==> src/rtl/wshb_rr_arbiter_if.sv <==
// ---------------------------------------------------------------------------
// wshb_if : Wishbone B4 bus bundle (classic/registered-feedback subset)
//
// One instance carries everything that travels between one master and one
// slave. The "master" modport is the initiator's view, the "slave" modport
// is the target's view.
//
//   cyc     master -> slave   bus-cycle request, held for a whole burst
//   stb     master -> slave   strobe, qualifies the current beat
//   we      master -> slave   write enable
//   adr     master -> slave   byte address            [AW-1:0]
//   dat_ms  master -> slave   write data              [DW-1:0]
//   sel     master -> slave   byte select             [3:0]
//   cti     master -> slave   cycle type identifier   [2:0]
//   bte     master -> slave   burst type extension    [1:0]
//   ack     slave  -> master  beat acknowledge
//   dat_sm  slave  -> master  read data               [DW-1:0]
// ---------------------------------------------------------------------------
interface wshb_if #(
    parameter int AW = 32,
    parameter int DW = 32
);
    logic          cyc;
    logic          stb;
    logic          we;
    logic [AW-1:0] adr;
    logic [DW-1:0] dat_ms;
    logic [3:0]    sel;
    logic [2:0]    cti;
    logic [1:0]    bte;
    logic          ack;
    logic [DW-1:0] dat_sm;

    modport master (
        output cyc, stb, we, adr, dat_ms, sel, cti, bte,
        input  ack, dat_sm
    );

    modport slave (
        input  cyc, stb, we, adr, dat_ms, sel, cti, bte,
        output ack, dat_sm
    );
endinterface

==> src/rtl/wshb_rr_arbiter.sv <==
// ---------------------------------------------------------------------------
// wshb_rr_arbiter : two-master round-robin Wishbone arbiter
//
// Shares the single SDRAM slave port between the display reader (master 0)
// and a frame writer (master 1). A burst (cyc held) stays atomic unless the
// other master is waiting and the owner has taken MAX_HOLD acks, in which
// case ownership moves across at that edge.
//
// Parameters
//   MAX_HOLD  acks an owner may take while the other master waits (0 = never
//             preempt)
//   AW / DW   address / data width
//
// Ports
//   clk    in   Wishbone clock
//   rst    in   synchronous active-high reset
//   m0     wshb_if.slave   master 0 (display reader)
//   m1     wshb_if.slave   master 1 (frame writer)
//   s      wshb_if.master  shared SDRAM controller port
//   grant  out  one-hot owner {m1,m0}; 2'b00 when the bus is idle
// ---------------------------------------------------------------------------
module wshb_rr_arbiter #(
    parameter int MAX_HOLD = 64,
    parameter int AW       = 32,
    parameter int DW       = 32
) (
    input  logic        clk,
    input  logic        rst,
    wshb_if.slave       m0,
    wshb_if.slave       m1,
    wshb_if.master      s,
    output logic [1:0]  grant
);

    // Ownership state, kept as plain encoded constants.
    localparam logic [1:0] ST_IDLE = 2'd0;
    localparam logic [1:0] ST_OWN0 = 2'd1;
    localparam logic [1:0] ST_OWN1 = 2'd2;

    // Hold counter must reach MAX_HOLD; keep at least one bit when
    // preemption is disabled so the declarations stay legal.
    localparam int             HW        = (MAX_HOLD > 0) ? $clog2(MAX_HOLD + 1) : 1;
    localparam logic [HW-1:0]  HOLD_MAX  = HW'(MAX_HOLD);
    localparam logic [HW-1:0]  HOLD_LAST = HW'((MAX_HOLD > 0) ? MAX_HOLD - 1 : 0);
    localparam bit             PREEMPT_EN = (MAX_HOLD > 0);

    logic [1:0]    state_q, state_d;
    logic          last_q,  last_d;    // master that owned the bus most recently
    logic [HW-1:0] hold_q,  hold_d;    // owner acks taken in the current tenure

    logic          own0;
    logic          own1;
    logic          owner_ack;
    logic          other_cyc;
    logic          preempt;

    // Slave-side mux results, sized by the bus parameters.
    logic [AW-1:0] adr_mux;
    logic [DW-1:0] dat_mux;

    // -----------------------------------------------------------------------
    // Ownership decode and preemption condition
    // -----------------------------------------------------------------------
    assign own0 = (state_q == ST_OWN0);
    assign own1 = (state_q == ST_OWN1);

    // A beat counts only when the owner is strobing and the slave acks it.
    assign owner_ack = s.ack & ((own0 & m0.stb) | (own1 & m1.stb));

    // The master that does not currently own the bus.
    assign other_cyc = own1 ? m0.cyc : m1.cyc;

    // Switch at the edge that completes the MAX_HOLD-th ack, or at any edge
    // once that many were already taken while the other master was idle.
    assign preempt = PREEMPT_EN && (own0 || own1) && other_cyc &&
                     (((hold_q == HOLD_LAST) && owner_ack) || (hold_q == HOLD_MAX));

    // -----------------------------------------------------------------------
    // Next-state logic
    // -----------------------------------------------------------------------
    always_comb begin
        // NOTE: every variable gets a default first so no path leaves it
        // unassigned; otherwise synthesis would infer a latch.
        state_d = state_q;
        last_d  = last_q;
        hold_d  = hold_q;

        case (state_q)
            ST_IDLE: begin
                if (m0.cyc && m1.cyc) begin
                    // Tie goes to whoever did not own the bus last.
                    state_d = last_q ? ST_OWN0 : ST_OWN1;
                end else if (m0.cyc) begin
                    state_d = ST_OWN0;
                end else if (m1.cyc) begin
                    state_d = ST_OWN1;
                end
            end
            ST_OWN0: begin
                // Drop and preempt give the same answer: hand over if m1
                // wants the bus, otherwise go idle (preempt implies m1.cyc).
                if (!m0.cyc || preempt) begin
                    state_d = m1.cyc ? ST_OWN1 : ST_IDLE;
                end
            end
            ST_OWN1: begin
                if (!m1.cyc || preempt) begin
                    state_d = m0.cyc ? ST_OWN0 : ST_IDLE;
                end
            end
            default: begin
                state_d = ST_IDLE;
            end
        endcase

        // Remember the outgoing owner for the next tie-break.
        if (own0 && (state_d != ST_OWN0)) begin
            last_d = 1'b0;
        end else if (own1 && (state_d != ST_OWN1)) begin
            last_d = 1'b1;
        end

        // Fresh tenure on every grant change; otherwise count owner acks
        // and saturate at MAX_HOLD.
        if (state_d != state_q) begin
            hold_d = '0;
        end else if (PREEMPT_EN && owner_ack && (hold_q != HOLD_MAX)) begin
            hold_d = hold_q + HW'(1);
        end
    end

    // -----------------------------------------------------------------------
    // State registers
    // -----------------------------------------------------------------------
    always_ff @(posedge clk) begin
        // NOTE: registers are updated with non-blocking assignments so every
        // flop samples the pre-edge values, independent of statement order.
        if (rst) begin
            state_q <= ST_IDLE;
            last_q  <= 1'b1;        // master 0 wins the first tie
            hold_q  <= '0;
        end else begin
            state_q <= state_d;
            last_q  <= last_d;
            hold_q  <= hold_d;
        end
    end

    // -----------------------------------------------------------------------
    // Bus forwarding
    // -----------------------------------------------------------------------
    assign grant = {own1, own0};

    // Address/data/controls follow master 1 only while it owns the bus;
    // in IDLE they come from master 0 and are ignored because cyc/stb are low.
    assign adr_mux = own1 ? m1.adr    : m0.adr;
    assign dat_mux = own1 ? m1.dat_ms : m0.dat_ms;

    assign s.cyc    = (own0 & m0.cyc) | (own1 & m1.cyc);
    assign s.stb    = (own0 & m0.stb) | (own1 & m1.stb);
    assign s.we     = own1 ? m1.we  : m0.we;
    assign s.adr    = adr_mux;
    assign s.dat_ms = dat_mux;
    assign s.sel    = own1 ? m1.sel : m0.sel;
    assign s.cti    = own1 ? m1.cti : m0.cti;   // burst type passes through untouched
    assign s.bte    = own1 ? m1.bte : m0.bte;

    // Acks reach only the owning, strobing master; an ack in IDLE is dropped.
    assign m0.ack = s.ack & grant[0] & m0.stb;
    assign m1.ack = s.ack & grant[1] & m1.stb;

    // Read data is broadcast; each master qualifies it with its own ack.
    assign m0.dat_sm = s.dat_sm;
    assign m1.dat_sm = s.dat_sm;

endmodule

==> src/flat_wrapper.sv <==
// flat-port wrapper written by rule: the top's interface ports become plain ports
module wshb_rr_arbiter_flat 
#(
    parameter int MAX_HOLD = 64,
    parameter int AW       = 32,
    parameter int DW       = 32
)
  (clk, rst, grant, m0_cyc, m0_stb, m0_we, m0_adr, m0_dat_ms, m0_sel, m0_cti, m0_bte, m0_ack, m0_dat_sm, m1_cyc, m1_stb, m1_we, m1_adr, m1_dat_ms, m1_sel, m1_cti, m1_bte, m1_ack, m1_dat_sm, s_cyc, s_stb, s_we, s_adr, s_dat_ms, s_sel, s_cti, s_bte, s_ack, s_dat_sm);
  wshb_if #(.AW(AW), .DW(DW)) m0_i ();
  wshb_if #(.AW(AW), .DW(DW)) m1_i ();
  wshb_if #(.AW(AW), .DW(DW)) s_i ();
  input  logic clk;
  input  logic rst;
  output logic [1:0] grant;
  input wire logic [$bits(m0_i.cyc)-1:0] m0_cyc;
  input wire logic [$bits(m0_i.stb)-1:0] m0_stb;
  input wire logic [$bits(m0_i.we)-1:0] m0_we;
  input wire logic [$bits(m0_i.adr)-1:0] m0_adr;
  input wire logic [$bits(m0_i.dat_ms)-1:0] m0_dat_ms;
  input wire logic [$bits(m0_i.sel)-1:0] m0_sel;
  input wire logic [$bits(m0_i.cti)-1:0] m0_cti;
  input wire logic [$bits(m0_i.bte)-1:0] m0_bte;
  output wire logic [$bits(m0_i.ack)-1:0] m0_ack;
  output wire logic [$bits(m0_i.dat_sm)-1:0] m0_dat_sm;
  input wire logic [$bits(m1_i.cyc)-1:0] m1_cyc;
  input wire logic [$bits(m1_i.stb)-1:0] m1_stb;
  input wire logic [$bits(m1_i.we)-1:0] m1_we;
  input wire logic [$bits(m1_i.adr)-1:0] m1_adr;
  input wire logic [$bits(m1_i.dat_ms)-1:0] m1_dat_ms;
  input wire logic [$bits(m1_i.sel)-1:0] m1_sel;
  input wire logic [$bits(m1_i.cti)-1:0] m1_cti;
  input wire logic [$bits(m1_i.bte)-1:0] m1_bte;
  output wire logic [$bits(m1_i.ack)-1:0] m1_ack;
  output wire logic [$bits(m1_i.dat_sm)-1:0] m1_dat_sm;
  output wire logic [$bits(s_i.cyc)-1:0] s_cyc;
  output wire logic [$bits(s_i.stb)-1:0] s_stb;
  output wire logic [$bits(s_i.we)-1:0] s_we;
  output wire logic [$bits(s_i.adr)-1:0] s_adr;
  output wire logic [$bits(s_i.dat_ms)-1:0] s_dat_ms;
  output wire logic [$bits(s_i.sel)-1:0] s_sel;
  output wire logic [$bits(s_i.cti)-1:0] s_cti;
  output wire logic [$bits(s_i.bte)-1:0] s_bte;
  input wire logic [$bits(s_i.ack)-1:0] s_ack;
  input wire logic [$bits(s_i.dat_sm)-1:0] s_dat_sm;
  assign m0_i.cyc = m0_cyc;
  assign m0_i.stb = m0_stb;
  assign m0_i.we = m0_we;
  assign m0_i.adr = m0_adr;
  assign m0_i.dat_ms = m0_dat_ms;
  assign m0_i.sel = m0_sel;
  assign m0_i.cti = m0_cti;
  assign m0_i.bte = m0_bte;
  assign m0_ack = m0_i.ack;
  assign m0_dat_sm = m0_i.dat_sm;
  assign m1_i.cyc = m1_cyc;
  assign m1_i.stb = m1_stb;
  assign m1_i.we = m1_we;
  assign m1_i.adr = m1_adr;
  assign m1_i.dat_ms = m1_dat_ms;
  assign m1_i.sel = m1_sel;
  assign m1_i.cti = m1_cti;
  assign m1_i.bte = m1_bte;
  assign m1_ack = m1_i.ack;
  assign m1_dat_sm = m1_i.dat_sm;
  assign s_cyc = s_i.cyc;
  assign s_stb = s_i.stb;
  assign s_we = s_i.we;
  assign s_adr = s_i.adr;
  assign s_dat_ms = s_i.dat_ms;
  assign s_sel = s_i.sel;
  assign s_cti = s_i.cti;
  assign s_bte = s_i.bte;
  assign s_i.ack = s_ack;
  assign s_i.dat_sm = s_dat_sm;
  wshb_rr_arbiter #(.MAX_HOLD(MAX_HOLD), .AW(AW), .DW(DW)) u_core (.clk(clk), .rst(rst), .m0(m0_i), .m1(m1_i), .s(s_i), .grant(grant));
endmodule
==> config.mk <==
export PLATFORM = sky130hd
export DESIGN_NAME = wshb_rr_arbiter_flat
export DESIGN_NICKNAME = d
export VERILOG_FILES = /design/src/rtl/wshb_rr_arbiter_if.sv /design/src/rtl/wshb_rr_arbiter.sv /design/src/flat_wrapper.sv
export SDC_FILE = /design/constraint.sdc
export NUM_CORES = 1
export LEC_CHECK = 0
export BUFFER_PORTS_ARGS = -buffer_cell sky130_fd_sc_hd__buf_4
export CAP_MARGIN = 20
export CORE_AREA = 4 4 127 129
export DETAILED_ROUTE_END_ITERATION = 10
export DIE_AREA = 0 0 131 133
export GPL_ROUTABILITY_DRIVEN = 0
export GPL_TIMING_DRIVEN = 0
export PLACE_DENSITY = 0.5
export SETUP_SLACK_MARGIN = 0.2
export SLEW_MARGIN = 20
export SYNTH_ARGS = -nofsm -noshare
export SYNTH_HDL_FRONTEND = slang
export SYNTH_SLANG_ARGS = --single-unit
==> constraint.sdc <==
create_clock -name clk -period 2.83 [get_ports clk]
set_input_delay 0.1415 -clock clk [delete_from_list [all_inputs] [get_ports clk]]
set_output_delay 0.1415 -clock clk [all_outputs]
set_load 0.05 [all_outputs]
==> flow_results.org <==
** Flow run
- Across the run, the number of max-cap violations was 0.

** Yosys
- Number of distinct standard cells referenced by the synthesized netlist :: 37
- The share of synthesized area in the top cell type comes to 0.385.
- By area the synthesized netlist is led by mux2_2 (38%), buf_4 (23%), dfxtp_1 (9.2%).
- Yosys printed 0 warnings.
- Synthesis produced a netlist with a net count of 442.
- Fraction of the yosys area taken by sequential cells :: 0.0924
- Among all flip-flop cells after synthesis, the most frequent one is dfxtp_1.
- Total of flip-flops plus latches after synthesis :: 10
- In the post-synthesis netlist, the cell with the most instances is mux2_2.
- Most area-hungry cell type in the Yosys netlist :: mux2_2
- The average instance in the mapped netlist occupies roughly 8.7 sq um.
- Cell count after synthesis :: around 250
- Async set or reset register ratio after synthesis :: 0
- In this run the cell area of the synthesized design comes to 2170 sq um.
- Counting instances in the post-synthesis netlist gives the leading cell types as mux2_2 (74), buf_4 (67), nor3_1 (13).
- The synthesized design contains 0 enable-type register cells.

** Timing
- Number of slew-limit violations in the final report :: 0
- Post-route clock period utilization :: 0.872
- Final count of negative-setup-slack endpoints :: 0
- Hold timing on the final database bottoms out at a slack of a little over 0.1 ns.
- Setup repair after global routing left no endpoint under its margin.
- Hold Violations, Final :: 0
- Measured against its own limit, the worst slew margin works out to 0.614.
- Final TNS setup :: 0 ns
- For the finished layout, the period the worst path requires is approximately 2.5 ns.
- Between clock sinks in the finished design, the worst skew comes to roughly 0.0012 ns.
- For the pin with the worst max-slew slack, the measured transition is ~0.58 ns.
- Based on the critical path, the design can be clocked at up to around 400 MHz.

** GRT
- Leftover overflow at the end of global routing :: 0
- Initial antenna violation count :: 0
- First-pass GRT wire length :: approximately 17 mm
- Across every metal layer, demand over resource in global routing totals 0.122.
- The number of global-route vias before repair came to 3089.
- Maximum number of pins on one net before global-route repair :: 11

** Status
- The run finished with clean final reports.

** Layout
- 0 antenna diodes ended up in the layout.
- Area delta synth->final :: 120%
- Once layout is done, the placed cells without fillers occupy 4770 sq um.
- Share of cells above drive strength 1 :: 0.829
- Final design utilization :: 0.317
- For this run, the post-layout net count is 746.
- Counting the fill cells in the layout gives 1583.

** Detailed routing
- Final routed wire length divided by cell count :: between 15 and 20 um
- Average vias per placed instance :: around 4
- Antenna viol nets, final :: 0
- # DRC :: 0
- In this run, the number of DRC markers left after iteration 0 of detailed routing was 52.
- Vias after detailed routing :: slightly below 3000
- Overall routed net length :: 11.7 mm
- Number of detailed-route iterations in the first pass :: 4

** Power and ir drop
- Power, Total :: roughly 2.3 mW
- Pwr/cell area :: around 500 nW/um^2
- IR analysis of the VDD net gives a maximum drop of roughly 0.16 mV.
- Summed over all cells, the static leakage comes to about 2.4 nW.

** Floorplan
- The core region is ~15000 sq um.
- The die is ~130 um tall.
- ~330 I/O pins were placed.
- The die covers 17400 sq um.
- For this configuration, the core starts out at a cell density of 0.144.
- The floorplan has 45 rows.
- The die is approximately 130 um wide.

** Clock tree
- The clock net in this run drives a total of 10 sinks.
- The clock passes through at most 2 buffers.
- Number of CTS-inserted buffers :: 3
- CTS tree :: yes
- In this run the number of H-tree levels came out at 1.
- Worst-skew pair later-pin latency :: around 0.23 ns
- The root buffer cell chosen for the clock tree is clkbuf_16.
- Clock-pin slew was measured on the worst setup and hold paths at around 0.04 ns.
- In this run, post-CTS hold repair placed 0 buffers.

** Setup path
- Arrival time of data at the critical path endpoint :: 2.33 ns
- Critical Path Start Type :: flop
- Crit end category :: output pin
- Data required time of the worst path :: between 2 and 3 ns
- Worst-path maximum fanout :: 10
- WS Path Type :: reg2out

** Placement
- Half-perimeter wire length after detailed placement :: roughly 11 mm
- Once placement finished, the instance area stood at approximately 4600 sq um.
- During placement, the flow inserted port buffers numbering slightly below 300.

** Min path
- The tightest min-delay check is of the in2reg type.
final cells by class:
type	count	area [sq um]	share of cell area
Timing Repair Buffer	299	2240	0.471
Clock buffer	3	75.1	0.0158
Buffer	77	549	0.115
Inverter	10	37.5	0.00788
Multi-Input combinational cell	152	1420	0.298
Sequential cell	10	203	0.0425
Tap cell	188	235	0.0494
where the power goes:
group	leakage (nW)	switching, mW	total (mW)	internal [mW]
registers	0.0818	0.0170	0.172	0.155
clock network	0.0370	0.0615	0.244	0.183
logic	2.26	1.19	1.93	0.738
worst max-delay path, stage by stage, from the launching register on:
cell	delay [ns]
dfxtp_2	0.35
inv_2	0.06
ha_1	0.19
buf_6	0.14
buf_4	0.10
clkbuf_2	0.22
clkbuf_1	0.42
mux2_2	0.40
buf_4	0.19
per-stage QoR:
stage,cells,setup WS [ns]
floorplan,249,0.414
global placement,733,0.0258
detailed placement,733,0.00209
CTS,739,0.247
global route,739,0.206
finish,739,0.363
flip-flops by register name, summed over array words and instances, names as in the netlist:
signal,flops
u_core.hold_q,7
u_core.last_q,1
u_core.state_q,2
cells in the final DEF, fill, tap and decap left out, types with 2 or more instances in the layout:
master | netlist | routed
buf_4 | 67 | 365
mux2_2 | 74 | 74
nor3_1 | 13 | 12
nand2_1 | 10 | 10
inv_1 | 10 | 9
dfxtp_1 | 10 | 8
clkbuf_1 | 10 | 6
xnor2_1 | 6 | 6
ha_1 | 6 | 5
clkbuf_2 | 0 | 4
nor2_1 | 4 | 4
nand3_1 | 4 | 4
o21ai_0 | 4 | 4
and3_1 | 3 | 3
a21oi_1 | 3 | 3
clkbuf_16 | 0 | 3
mux2i_1 | 2 | 2
a311oi_1 | 2 | 2
dfxtp_2 | 0 | 2
layer usage:
metal | vias to the layer above | GRT usage | part of all wire
li1 | 1416 | - | -
met1 | 1334 | 0.132 | 0.36
met2 | 162 | 0.236 | 0.54
met3 | 8 | 0.0339 | 0.093
met4 | 0 | 0.0166 | 0.0095
met5 | - | 0 | 0
timing repair:
| action | in CTS | in global routing |
|---|---|---|
| gates resized for setup | 9 | 4 |
| setup endpoints to repair | 47 | 15 |
| pin swaps | 1 | 4 |
| buffers inserted | 3 | 0 |
final timing paths:
path,endpoint,cells after the start,start,slack (ns)
min,u_core.state_q[0]$_SDFF_PP0_,2,rst,0.10
min reg2reg,u_core.last_q$_SDFFE_PP1P_,2,u_core.last_q$_SDFFE_PP1P_,0.49
max reg2reg,u_core.hold_q[0]$_SDFFE_PP0P_,9,u_core.state_q[0]$_SDFF_PP0_,0.37
max,s_dat_ms[29],8,u_core.state_q[0]$_SDFF_PP0_,0.36
cells by family (layout without fill, tap and decap cells):
family                     count (synthesis)  count (layout)  share of synthesized area
muxes                                     76              76                      0.394
adders and majority gates                  6               6                     0.0347
DFF                                       10              10                     0.0924
buffers and inverters                     87             389                      0.267
xor gates and xnor gates                   8               8                     0.0358
AOI/OAI and AO/OA                         19              19                     0.0699
and+or+nand+nor                           43              43                      0.106
Power figures use the tool's default switching activity.
